$ cat config.mk
export PLATFORM = sky130hd
export DESIGN_NAME = seq_ctrl
export DESIGN_NICKNAME = d
export VERILOG_FILES = /design/src/rtl/seq_ctrl.sv
export SDC_FILE = /design/constraint.sdc
export NUM_CORES = 1
export LEC_CHECK = 0
export BUFFER_PORTS_ARGS = -buffer_cell sky130_fd_sc_hd__buf_2
export CELL_PAD_IN_SITES_DETAIL_PLACEMENT = 2
export CELL_PAD_IN_SITES_GLOBAL_PLACEMENT = 2
export CORE_ASPECT_RATIO = 1.2
export CORE_MARGIN = 1
export CORE_UTILIZATION = 20
export CTS_CLUSTER_DIAMETER = 100
export CTS_CLUSTER_SIZE = 24
export DETAILED_ROUTE_END_ITERATION = 6
export GPL_ROUTABILITY_DRIVEN = 0
export PLACE_DENSITY_LB_ADDON = 0.1
export SETUP_SLACK_MARGIN = 0.4
export SYNTH_ARGS = -nofsm -noshare
export SYNTH_HDL_FRONTEND = slang
export SYNTH_SLANG_ARGS = --single-unit
$ cat constraint.sdc
create_clock -name clk -period 2 [get_ports clk]
set_input_delay 0.2 -clock clk [delete_from_list [all_inputs] [get_ports clk]]
set_output_delay 0.2 -clock clk [all_outputs]
set_load 0.01 [all_outputs]
$ cat src/rtl/seq_ctrl.sv
// Multi-cycle stage sequencer for the Y86-64 SEQ datapath: one stage enable per cycle,
// CC write gating, data-memory handshake and status code. Define SEQ_CTRL_PERF_EN for perf counters.
module seq_ctrl #(
    parameter int CNT_W = 32
) (
    input  logic             clk,
    input  logic             rst_n,
    input  logic             start,
    input  logic [3:0]       icode,
    input  logic             imem_error,
    input  logic             mem_ready,
    input  logic             dmem_error,
    output logic             fetch_en,
    output logic             decode_en,
    output logic             execute_en,
    output logic             wb_en,
    output logic             pc_we,
    output logic             cc_we,
    output logic             mem_req,
    output logic             mem_wr,
    output logic [1:0]       stat,
    output logic             busy,
    output logic             halted,
    output logic [CNT_W-1:0] cycle_count,
    output logic [CNT_W-1:0] instr_count
);

    // state   | meaning
    // IDLE    | out of reset, waiting for start
    // FETCH   | fetch_en; icode/imem_error sampled, halt/error checks
    // DECODE  | decode_en
    // EXECUTE | execute_en; cc_we for OPq
    // MEMORY  | mem_req for memory icodes, held until mem_ready
    // WRBACK  | wb_en
    // PCUPD   | pc_we; instruction retires
    // HALTED  | stopped with stat frozen, waiting for start
    localparam logic [2:0] S_IDLE    = 3'd0;
    localparam logic [2:0] S_FETCH   = 3'd1;
    localparam logic [2:0] S_DECODE  = 3'd2;
    localparam logic [2:0] S_EXECUTE = 3'd3;
    localparam logic [2:0] S_MEMORY  = 3'd4;
    localparam logic [2:0] S_WRBACK  = 3'd5;
    localparam logic [2:0] S_PCUPD   = 3'd6;
    localparam logic [2:0] S_HALTED  = 3'd7;

    localparam logic [1:0] STAT_AOK = 2'd0;
    localparam logic [1:0] STAT_HLT = 2'd1;
    localparam logic [1:0] STAT_ADR = 2'd2;
    localparam logic [1:0] STAT_INS = 2'd3;

    localparam logic [3:0] IC_HALT = 4'h0;
    localparam logic [3:0] IC_OPQ  = 4'h6;
    localparam logic [3:0] IC_MAX  = 4'hB;

    logic [2:0] state_q, state_d;
    logic [1:0] stat_q, stat_d;
    logic [3:0] icode_q, icode_d;
    logic       is_mem;
    logic       is_wr;

    always_comb begin
        is_mem = 1'b0;
        is_wr  = 1'b0;
        case (icode_q)
            4'h4, 4'h8, 4'hA: begin
                is_mem = 1'b1;
                is_wr  = 1'b1;
            end
            4'h5, 4'h9, 4'hB: is_mem = 1'b1;
            default: ;
        endcase
    end

    always_comb begin
        state_d = state_q;
        stat_d  = stat_q;
        icode_d = icode_q;
        case (state_q)
            S_IDLE, S_HALTED: begin
                if (start) begin
                    state_d = S_FETCH;
                    stat_d  = STAT_AOK;
                end
            end
            S_FETCH: begin
                icode_d = icode;
                // Address error outranks any judgement of the (possibly garbage) opcode.
                if (imem_error) begin
                    stat_d  = STAT_ADR;
                    state_d = S_HALTED;
                end else if (icode > IC_MAX) begin
                    stat_d  = STAT_INS;
                    state_d = S_HALTED;
                end else if (icode == IC_HALT) begin
                    stat_d  = STAT_HLT;
                    state_d = S_HALTED;
                end else begin
                    state_d = S_DECODE;
                end
            end
            S_DECODE:  state_d = S_EXECUTE;
            S_EXECUTE: state_d = S_MEMORY;
            S_MEMORY: begin
                if (!is_mem) begin
                    state_d = S_WRBACK;
                end else if (mem_ready) begin
                    if (dmem_error) begin
                        stat_d  = STAT_ADR;
                        state_d = S_HALTED;
                    end else begin
                        state_d = S_WRBACK;
                    end
                end
            end
            S_WRBACK: state_d = S_PCUPD;
            S_PCUPD:  state_d = S_FETCH;
            default:  state_d = S_IDLE;
        endcase
    end

    always_ff @(posedge clk or negedge rst_n) begin
        if (!rst_n) begin
            state_q <= S_IDLE;
            stat_q  <= STAT_AOK;
            icode_q <= 4'h0;
        end else begin
            state_q <= state_d;
            stat_q  <= stat_d;
            icode_q <= icode_d;
        end
    end

    assign fetch_en   = (state_q == S_FETCH);
    assign decode_en  = (state_q == S_DECODE);
    assign execute_en = (state_q == S_EXECUTE);
    assign wb_en      = (state_q == S_WRBACK);
    assign pc_we      = (state_q == S_PCUPD);
    assign cc_we      = (state_q == S_EXECUTE) && (icode_q == IC_OPQ);
    assign mem_req    = (state_q == S_MEMORY) && is_mem;
    assign mem_wr     = (state_q == S_MEMORY) && is_mem && is_wr;
    assign stat       = stat_q;
    assign busy       = (state_q != S_IDLE) && (state_q != S_HALTED);
    assign halted     = (state_q == S_HALTED);

`ifdef SEQ_CTRL_PERF_EN
    logic [CNT_W-1:0] cycle_q, cycle_d;
    logic [CNT_W-1:0] instr_q, instr_d;
    logic             launch;
    logic             retire;

    assign launch = start && ((state_q == S_IDLE) || (state_q == S_HALTED));
    assign retire = (state_q == S_PCUPD);

    always_comb begin
        cycle_d = cycle_q;
        instr_d = instr_q;
        if (launch) begin
            cycle_d = '0;
            instr_d = '0;
        end else begin
            if (busy)   cycle_d = cycle_q + {{(CNT_W-1){1'b0}}, 1'b1};
            if (retire) instr_d = instr_q + {{(CNT_W-1){1'b0}}, 1'b1};
        end
    end

    always_ff @(posedge clk or negedge rst_n) begin
        if (!rst_n) begin
            cycle_q <= '0;
            instr_q <= '0;
        end else begin
            cycle_q <= cycle_d;
            instr_q <= instr_d;
        end
    end

    assign cycle_count = cycle_q;
    assign instr_count = instr_q;
`else
    assign cycle_count = '0;
    assign instr_count = '0;
`endif

endmodule
# [After elaboration in Yosys (flattened, before gate mapping)]
# Cells that the tools add are included.
[totals] mem_count=0 romBits=0 ram_bits=0 latchBits=0 register_bits=9
[classes] n_eq_ne=21 mul=0 n_reduce_logical=13 order_cmp=1 n_bitwise=0 div_mod_pow=0 n_mux=18 shift=0 add_sub_neg=0
[ops] operator="case mux 3 bit (7 select lines)" count=1
[ops] operator="2-to-1 mux 3 bit" count=6
[ops] operator="equality test 4 bit, second input constant" count=4
[ops] operator="2-to-1 mux 2 bit" count=8
[ops] operator="equality test 3 bit, second input constant" count=4
[ops] operator="equality test 4 x 3 -> 1 bit, second input constant" count=3
[ops] operator="!= test 2 bit, second input constant" count=4
[ops] operator="equality test 3 x 2 -> 1 bit, second input constant" count=2
[ops] operator="!= test 3 bit, second input constant" count=2
[ops] operator="case mux 2 bit (3 select lines)" count=1
[ops] operator="AND reduction 6 bit" count=1
[ops] operator="nonzero test 3 bit" count=2
[ops] operator="OR reduction 6 bit" count=1
[ops] operator="> comparator 4 bit, second input constant" count=1
[ops] operator="logical AND 1 bit" count=4
[ops] operator="zero test 4 bit" count=1
[ops] operator="!= test 4 x 2 -> 1 bit, second input constant" count=1
[ops] operator="equality test 3 x 1 -> 1 bit, second input constant" count=1
[ops] operator="zero test 3 bit" count=1
[ops] operator="OR reduction 3 bit" count=1
[ops] operator="2-to-1 mux 1 bit" count=2
[ops] operator="AND reduction 2 bit" count=1
[ops] operator="OR reduction 2 bit" count=1

# [Longest topological paths before layout]
# Gate-level depths: netlist of run 1.
[depth] ltp_word=5 ltp_mapped=7

# [Least setup slack after synthesis of run 1]
# No wires, ideal clock.
[synth_timing] kind="register -> register" from="register state_q[2]" to="register stat_q[0], in the netlist stat[0]" n_path_buf=1 synth_period_minus_slack_ns=1.504 arrival_ns=1.376 path_stages_with_launch=6 slack_ns=0.496 setup_time_ns=0.128 required_ns=1.872 path_cell_list="dfrtp_1 -> buf_4 -> nor3_2 -> nor2_1 -> o211ai_2 -> mux2_1"
[synth_via] elab_chain_len=4 elab_cells_between_ends=13
[synth_rtl] item="start: declaration" line_no="55" source="logic [2:0] state_q, state_d;"
[synth_rtl] item="start signal: assignment" line_no="127" source="state_q <= state_d;"
[synth_rtl] item="equality test 3 bit or zero test 3 bit (tied branches)" line_no="78" source="case (state_q)"
[synth_rtl] item="OR reduction 2 bit" line_no="78"
[synth_rtl] item="!= test 2 bit (no source line) or nonzero test 3 bit (tied branches)"
[synth_rtl] item="AND reduction 6 bit (no source line)"
[synth_rtl] item="end signal: assignment" line_no="128" source="stat_q <= stat_d;"
[synth_rtl] item="end: declaration" line_no="56" source="logic [1:0] stat_q, stat_d;"
# Parallel ways exist; a longest one is shown, timed or not.
# A chain may end at the register's enable or synchronous reset.

# [Worst setup path after layout of run 1]
[layout_timing] from="register state_q[0]" to="register stat_q[0], in the netlist stat[0]"
# The elaborated chain is that of the path after synthesis.

==> results.cfg, run 1 <==
[power]
power.density_nw_per_um2 = 1410
finalPower_mw = 1.85
ir_worst_vdd_uv = 225
p_leak_nw = 0.739

[worst_setup_path]
critical_path_class = register to register
worstReg2RegStart = state_q[0]
slowest_delay_ns = 0.50
crit_arrival_ns = 1.71
path_max_fanout = 12
rr_endpoint = stat[0]
crit_chain = and3_2, nor2_2, o31ai_4, o211ai_4, mux2_4
crit_required_ns = 2.11
cp-start-kind = register
endpoint_kind = register
cp_slowest_cell = dfrtp_2
r2r_slack_ns = 0.40
r2r_cells = 5

[place]
dp_hpwl_um = 2350
portBuffers = 21
place_ws_ns = 0.190

[routing]
drt-initial-drc-count = 33
drtAntennaViolNets = 0
firstDrtPassIters = 5
vias = 887
route.detailed.drc = 10
wl_um = 3000
wl_per_cell_um = 12.2
viasPerCell = 3.61

[grt]
grt_antenna_before_repair = 0
grt_util_all_layers = 0.0973
grt.overflow.total = 0
grt_pass1_wl_um = 4480
grt_pass1_vias = 890
grt_max_degree = 13

[die]
fp.dieH_um = 84.2
io_pins = 86
die_x_um = 70.5
coreArea_sq_um = 5370
row_count = 29
die_area_sq_um = 5930
start_util = 0.209

[logic_synthesis]
synthCells = 144
avgSynthCellArea_sq_um = 7.81
netlist_area_sq_um = 1120
yosysSeqAreaShare = 0.200
ys_types = 29
ys_warn_count = 0
yosys_register_bits = 9

[timing]
finClkSkew_ns = 0.00474
fin_tns_setup_ns = 0
period_share = 0.799
drv_slew = 0
hold_viol = 0
rsz0062_at_grt = true
setup_viol = 0
min_period_ns = 1.60
max_freq_mhz = 626
fin_ws_ns = 0.402

[final_layout]
area_delta_synth_final_pct = 16.4
fin_util = 0.244
nets = 196
diodes = 0
drive_above_1_share = 0.332

[clocking]
clock_path_buffers = 2
clk_latency_ns = 0.23
cts_made_buffers = 3
cts_num_sinks = 9
clkTransAtPathRegs_ns = 0.05
htreeDepth = 1
root_buffer = clkbuf_8
cts_tree = done

[run_status]
status = finished, violations left
violations = design-rule violations

[hold_path]
hold_path_depth = 3
whs_endpoint = icode_q[1]
hp-class = input port to register
worstHoldStart = icode[1]

[run]
cap_violations = 0
metal layers:
metal / global-route usage / wire [um] / vias to the layer above
met1: 0.102 / 1010 / 432
li1: - / - / 419
met3: 0.0204 / 181 / 0
met2: 0.197 / 1810 / 36
met5: 0 / 0 / -
met4: 0.0167 / 0 / 0
repair_timing:
| action | in CTS | in global routing |
|---|---|---|
| hold buffers | 1 | 0 |
| gates resized for setup | 18 | 6 |
| setup endpoints to repair | 14 | 10 |
| pin swaps | 5 | 4 |
| endpoints found under the hold margin | 9 | 0 |
| setup buffers | 10 | 5 |
final cells by class:
cell class / instances / area, sq um
fill: 674 / 4060
multi-input combinational: 125 / 678
timing repair buffer: 40 / 254
sequential: 9 / 229
tap: 62 / 77.6
clock buffer: 4 / 45.0
inverter: 6 / 25.0
worst max path at each step:
| stage | start | endpoint | slack [ns] |
|---|---|---|---|
| floorplan | state_q[2] | stat[0] | 0.50 |
| global placement | state_q[2] | stat[0] | 0.22 |
| detailed placement | state_q[1] | stat[0] | 0.19 |
| CTS | state_q[1] | mem_wr | 0.37 |
| global route | state_q[1] | state_q[1] | 0.33 |
| finish | state_q[0] | stat[0] | 0.40 |
synthesized netlist by cell type:
cell type  number  share of area
and2_1          1         0.0056
nor3_2          1         0.0089
mux2_1          2          0.020
o211ai_2        1          0.011
ha_1            1          0.011
nand2_1        16          0.053
or4bb_1         1          0.010
o2111ai_1       1         0.0078
nand3_1         3          0.013
a21oi_1         6          0.027
and3_1          2          0.011
buf_2           1         0.0044
conb_1          1         0.0033
maj3_1          1         0.0089
dfrtp_1         9           0.20
o22ai_1         1         0.0056
buf_4          65           0.43
clkbuf_8        1          0.012
o31ai_4         1          0.019
o2bb2ai_1       1         0.0078
nor2_1          9          0.030
o21ai_0         4          0.018
nor2b_1         2          0.011
nor3b_1         2          0.013
nor3_1          2         0.0089
and2b_1         1         0.0067
inv_1           6          0.020
o221ai_1        1         0.0078
o41a_1          1          0.010
placed cells by master (no fill, tap or decap), drive strengths merged, types with 2 or more instances in the layout:
cell    netlist  final
mux2          2      2
buf          66     39
o21ai         4      4
conb          1     64
dfrtp         9      9
nor2          9      9
a21oi         6      6
nor3          3      3
clkbuf        1      4
and3          2      2
nand3         3      3
nor2b         2      2
nor3b         2      2
nand2        16     16
inv           6      6
per-stage QoR:
stage	hold slack [ns]	area, sq um	cells
after floorplan	-0.0956	1360	207
after global placement	0.0686	1060	226
after detailed placement	0.0800	1060	226
after CTS	0.197	1240	241
after global routing	0.211	1310	246
final	0.191	1310	246
report_power, final:
group | switching (mW) | total (mW) | internal (mW)
clock | 0.0755 | 0.215 | 0.139
sequential | 0.109 | 0.385 | 0.276
combinational | 0.662 | 1.25 | 0.589
total | 0.847 | 1.85 | 1.00
kinds of logic after synthesis:
| group | share of synthesized area |
|---|---|
| flops | 0.200 |
| fa+ha+maj | 0.0200 |
| mux | 0.0200 |
| buf+inv | 0.471 |
| other cells | 0.00333 |
| simple gates | 0.172 |
| compound gates | 0.113 |
flip-flops by register name, summed over array words and instances (netlist names):
signal   flops
stat         2
state_q      3
icode_q      4
critical path: cells and delay by family (launching register included):
kind               cells  cell delay [ns]
AOI/OAI and AO/OA      2             0.21
DFF                    1             0.50
muxes                  1             0.32
and+or+nand+nor        2             0.45
No activity file was read; power rests on OpenSTA's default activity.
==> run 2: changes to the inputs <==
- CORE_UTILIZATION: 20 -> 18
- clock period: 2 -> 1.37 ns (I/O delays scaled with it)
==> run 2 against run 1 <==
  * Sequential share of layout area down 4.6 points
  * Critical path type is now register to output pin
  * Cell area up 35%
  * The run ends with negative setup slack left
  * Final cell count up 19%
  * Via count up 15%
==> results.cfg, run 2 (same netlist as run 1, synthesis figures left out) <==
[run_status]
status = finished, violations left
violations = negative setup slack

[die]
fp.dieH_um = 88.6
row_count = 31
start_util = 0.186
coreArea_sq_um = 6050
io_pins = 86
die_area_sq_um = 6570
die_x_um = 74.2

[hold_path]
hold_path_depth = 3
whs_endpoint = icode_q[0]
hp-class = input port to register
worstHoldStart = icode[0]

[place]
dp.cells = 269
dp_hpwl_um = 2660
portBuffers = 21

[worst_setup_path]
r2r_cells = 7
crit_arrival_ns = 1.50
crit_required_ns = 1.23
rr_endpoint = stat[0]
cp-start-kind = register
critical_path_class = register to output pin
r2r_slack_ns = -0.18
path_max_fanout = 3
worstReg2RegStart = state_q[0]
endpoint_kind = output pin

[grt]
grt_antenna_before_repair = 0
grt.overflow.total = 0
grt_pass1_vias = 1021
grt_pass1_wl_um = 5200
grt_max_degree = 10
grt_util_all_layers = 0.107

[routing]
route.detailed.drc = 0
firstDrtPassIters = 2
wl_per_cell_um = 12.1
drt-initial-drc-count = 23
vias = 1018
viasPerCell = 3.49
drtAntennaViolNets = 0
wl_um = 3550

[clocking]
cts_num_sinks = 9
clock_path_buffers = 2
cts_made_buffers = 3
clk_latency_ns = 0.24
htreeDepth = 1
cts_tree = done
clkTransAtPathRegs_ns = 0.05
root_buffer = clkbuf_8

[final_layout]
stdcell_count = 292
area_delta_synth_final_pct = 57.3
regMostFlops = icode_q
diodes = 0
final_common_cell = conb_1
nets = 222
mostFrequentLayoutCells = 64 x conb_1, 27 x buf_6, 21 x buf_4
fillCellCount = 745
drive_above_1_share = 0.510
largest_reg_flops = 4

[power]
ir_worst_vdd_uv = 437
p_leak_nw = 0.914
power.density_nw_per_um2 = 2320

[timing]
fin_tns_setup_ns = -2.54
period_share = 1.19
max_freq_mhz = 611
fin_ws_ns = -0.266
hold_viol = 0
rsz0062_at_grt = true
setup_viol = 19
finClkSkew_ns = 0.00358
min_period_ns = 1.64
drv_slew = 0

[run]
cap_violations = 0
## run 2: cell type report
cell class / instances / area [sq um] / area share
Sequential cell: 9 / 229 / 0.129
Inverter: 6 / 31.3 / 0.0177
Clock buffer: 3 / 41.3 / 0.0233
Timing Repair Buffer: 66 / 587 / 0.332
Tap cell: 82 / 103 / 0.0580
Clock inverter: 1 / 5.00 / 0.00283
Multi-Input combinational cell: 125 / 773 / 0.437
## run 2: per-stage QoR
| step | power, mW | worst slack [ns] | area, sq um | hold WS [ns] | util |
|---|---|---|---|---|---|
| finish | 4.10 | -0.266 | 1770 | 0.137 | 0.292 |
| global route | 4.39 | -0.329 | 1770 | 0.156 | 0.292 |
| floorplan | 1.73 | -0.0404 | 1410 | -0.159 | - |
| CTS | 3.62 | -0.292 | 1630 | 0.135 | 0.270 |
| detailed placement | 2.44 | -0.204 | 1310 | 0.0121 | 0.216 |
| global placement | 2.40 | -0.193 | 1310 | 0.00706 | 0.216 |
## run 2: how the worst max path moves through the flow
stage | startpoint | endpoint | slack, ns
6_report | icode_q[3] | cc_we | -0.27
5_1_grt | icode_q[3] | cc_we | -0.33
4_1_cts | icode_q[3] | cc_we | -0.29
3_5_place_dp | icode[3] | stat[0] | -0.20
3_3_place_gp | state_q[0] | state_q[2] | -0.19
2_1_floorplan | state_q[2] | stat[0] | -0.04
## run 2: where the power goes
group,internal (mW),switching (mW)
Combinational,1.79,1.45
Sequential,0.403,0.146
Clock,0.199,0.119
Total,2.39,1.71
## run 2: what timing repair did
| action | in CTS | in global routing |
|---|---|---|
| endpoints found under the hold margin | 9 | 0 |
| pin swaps | 19 | 14 |
| hold buffers | 1 | 0 |
| gates resized for setup | 47 | 16 |
| setup endpoints to repair | 19 | 19 |
| buffers inserted | 11 | 7 |
## run 2: worst max-delay path: stages, from the launching register on
cell and delay, ns:
dfrtp_1 0.39, buf_4 0.14, or4bb_1 0.51, nor2_2 0.09
buf_2 0.13
## run 2: routing by layer
| layer | routed length, um | vias up | track usage |
|---|---|---|---|
| met3 | 194 | 2 | 0.0262 |
| met4 | 9 | 0 | 0.0157 |
| met2 | 2140 | 39 | 0.215 |
| met1 | 1200 | 506 | 0.111 |
| met5 | 0 | - | 0 |
| li1 | - | 471 | - |
==> run 3: changes to the inputs <==
- CORE_UTILIZATION: 18 -> 20
- clock period: 1.37 -> 1.68 ns (I/O delays scaled with it)
==> run 3 against run 2 <==
  * The run ends with design-rule violations left
  * Register-to-register slack gained 0.25 ns
  * Combinational power shrank 37%
  * Worst setup slack gained 0.31 ns
  * Wire length shrank 9.7%
  * Via count shrank 8.8%
  * Hold slack gained 0.017 ns
  * Critical path type unchanged
  * First-iteration DRC count grew 83%
  * Count of clock-buffer cells in the layout is the same
  * Critical endpoint unchanged
  * Global-route usage shrank 0.40 points
  * Total power shrank 32%
  * Non-clock buffer count shrank 18
  * Cell area shrank 13%
==> results.cfg, run 3 (same netlist as run 1, synthesis figures left out) <==
[routing]
viasPerCell = 3.65
wl_per_cell_um = 12.6
wl_um = 3200
route.detailed.drc = 10
vias = 928
drt-initial-drc-count = 42
firstDrtPassIters = 5
drtAntennaViolNets = 0

[die]
fp.dieH_um = 84.2
die_x_um = 70.5
coreArea_sq_um = 5370
die_area_sq_um = 5930
row_count = 29
io_pins = 86
start_util = 0.209

[final_layout]
stdcell_count = 254
final_area_sq_um = 1540
mostFrequentLayoutCells = 64 x conb_1, 17 x buf_6, 15 x buf_2
area_delta_synth_final_pct = 36.9
drive_above_1_share = 0.464
largest_reg_flops = 4
nets = 204
regMostFlops = icode_q
final_common_cell = conb_1
diodes = 0

[worst_setup_path]
endpoint_kind = output pin
r2r_cells = 7
crit_arrival_ns = 1.47
r2r_slack_ns = 0.07
cp-start-kind = register
rr_endpoint = stat[1]
path_max_fanout = 3
crit_required_ns = 1.51
worstReg2RegStart = icode_q[3]
critical_path_class = register to output pin

[grt]
top_usage_layer = met2
grt_use_met3 = 0.0300
grt_util_all_layers = 0.103
grt_pass1_vias = 954
grt_use_met1 = 0.112
grt.overflow.total = 0
grt_antenna_before_repair = 0
grt_pass1_wl_um = 4750
grt_max_degree = 10
met2_usage = 0.202

[clocking]
root_buffer = clkbuf_8
clock_path_buffers = 2
cts_tree = done
htreeDepth = 1
cts_made_buffers = 3
cts_num_sinks = 9
clkTransAtPathRegs_ns = 0.05
clk_latency_ns = 0.23

[timing]
rsz0062_at_grt = true
max_freq_mhz = 612
period_share = 0.972
setup_viol = 0
finClkSkew_ns = 0.000594
hold_viol = 0
drv_slew = 0
fin_ws_ns = 0.0469
min_period_ns = 1.63
fin_tns_setup_ns = 0

[place]
dp.cells = 231
place_ws_ns = 0.0532
dp_hpwl_um = 2380
portBuffers = 21
place_area_sq_um = 1140

[run_status]
status = finished, violations left
violations = design-rule violations

[power]
ir_worst_vdd_uv = 427
power.density_nw_per_um2 = 1810
p_leak_nw = 0.815

[hold_path]
worstHoldStart = icode[0]
whs_endpoint = icode_q[0]
hold_path_depth = 3
hp-class = input port to register

[run]
cap_violations = 0
-- run 3: cell types whose count changed in the layout (fill, tap and decap cells not counted), moves of 2 or more --
cell	change
buf_4	-7
nand3_1	-2
nand3_2	+2
nor3b_4	+2
buf_6	-10
nand2_1	-3
nand2_2	+3
a21oi_1	+2
-- run 3: where the power goes --
part           internal (mW)  total [mW]  switching, mW
logic                   1.08        2.05          0.968
registers              0.329       0.482          0.154
clock network          0.162       0.256         0.0941
total                   1.57        2.78           1.22
-- run 3: what timing repair did --
action                                 in CTS  in global routing
setup endpoints to repair                  19                 19
pin swaps                                  14                  9
gates resized for setup                    35                 19
endpoints found under the hold margin       9                  0
hold buffers                                1                  0
buffers inserted                           12                  6
-- run 3: stage by stage --
step                utilization  power, mW  hold WS, ns
global route              0.287       2.98        0.162
finish                    0.287       2.78        0.153
CTS                       0.262       2.48        0.155
global placement          0.212       1.68       0.0415
detailed placement        0.212       1.70       0.0442
floorplan                     -       1.40       -0.128
-- run 3: critical path: stages (launching register included) --
cell     delay (ns)
dfrtp_1        0.40
buf_6          0.13
or4bb_1        0.48
nor2_1         0.09
buf_2          0.13
-- run 3: worst max path at each step --
stage	start	to	depth (start not counted)
floorplan	state_q[2]	stat[0]	5
global placement	icode[3]	stat[1]	5
detailed placement	icode[3]	stat[1]	5
CTS	icode_q[3]	cc_we	4
global route	icode_q[3]	mem_wr	6
finish	icode_q[3]	cc_we	4
-- run 3: routing by layer --
| layer | up-vias | share of wire |
|---|---|---|
| li1 | 434 | - |
| met1 | 448 | 0.35 |
| met2 | 46 | 0.58 |
| met3 | 0 | 0.071 |
| met4 | 0 | 0 |
| met5 | - | 0 |
-- run 3: final cells by class --
cell class	instances	area, sq um
clock buffers	3	41.3
clock inverters	1	5.00
repair buffers	48	402
inverters	6	28.8
fillers	634	3830
multi-input cells	125	757
flip-flops and latches	9	229
well taps	62	77.6
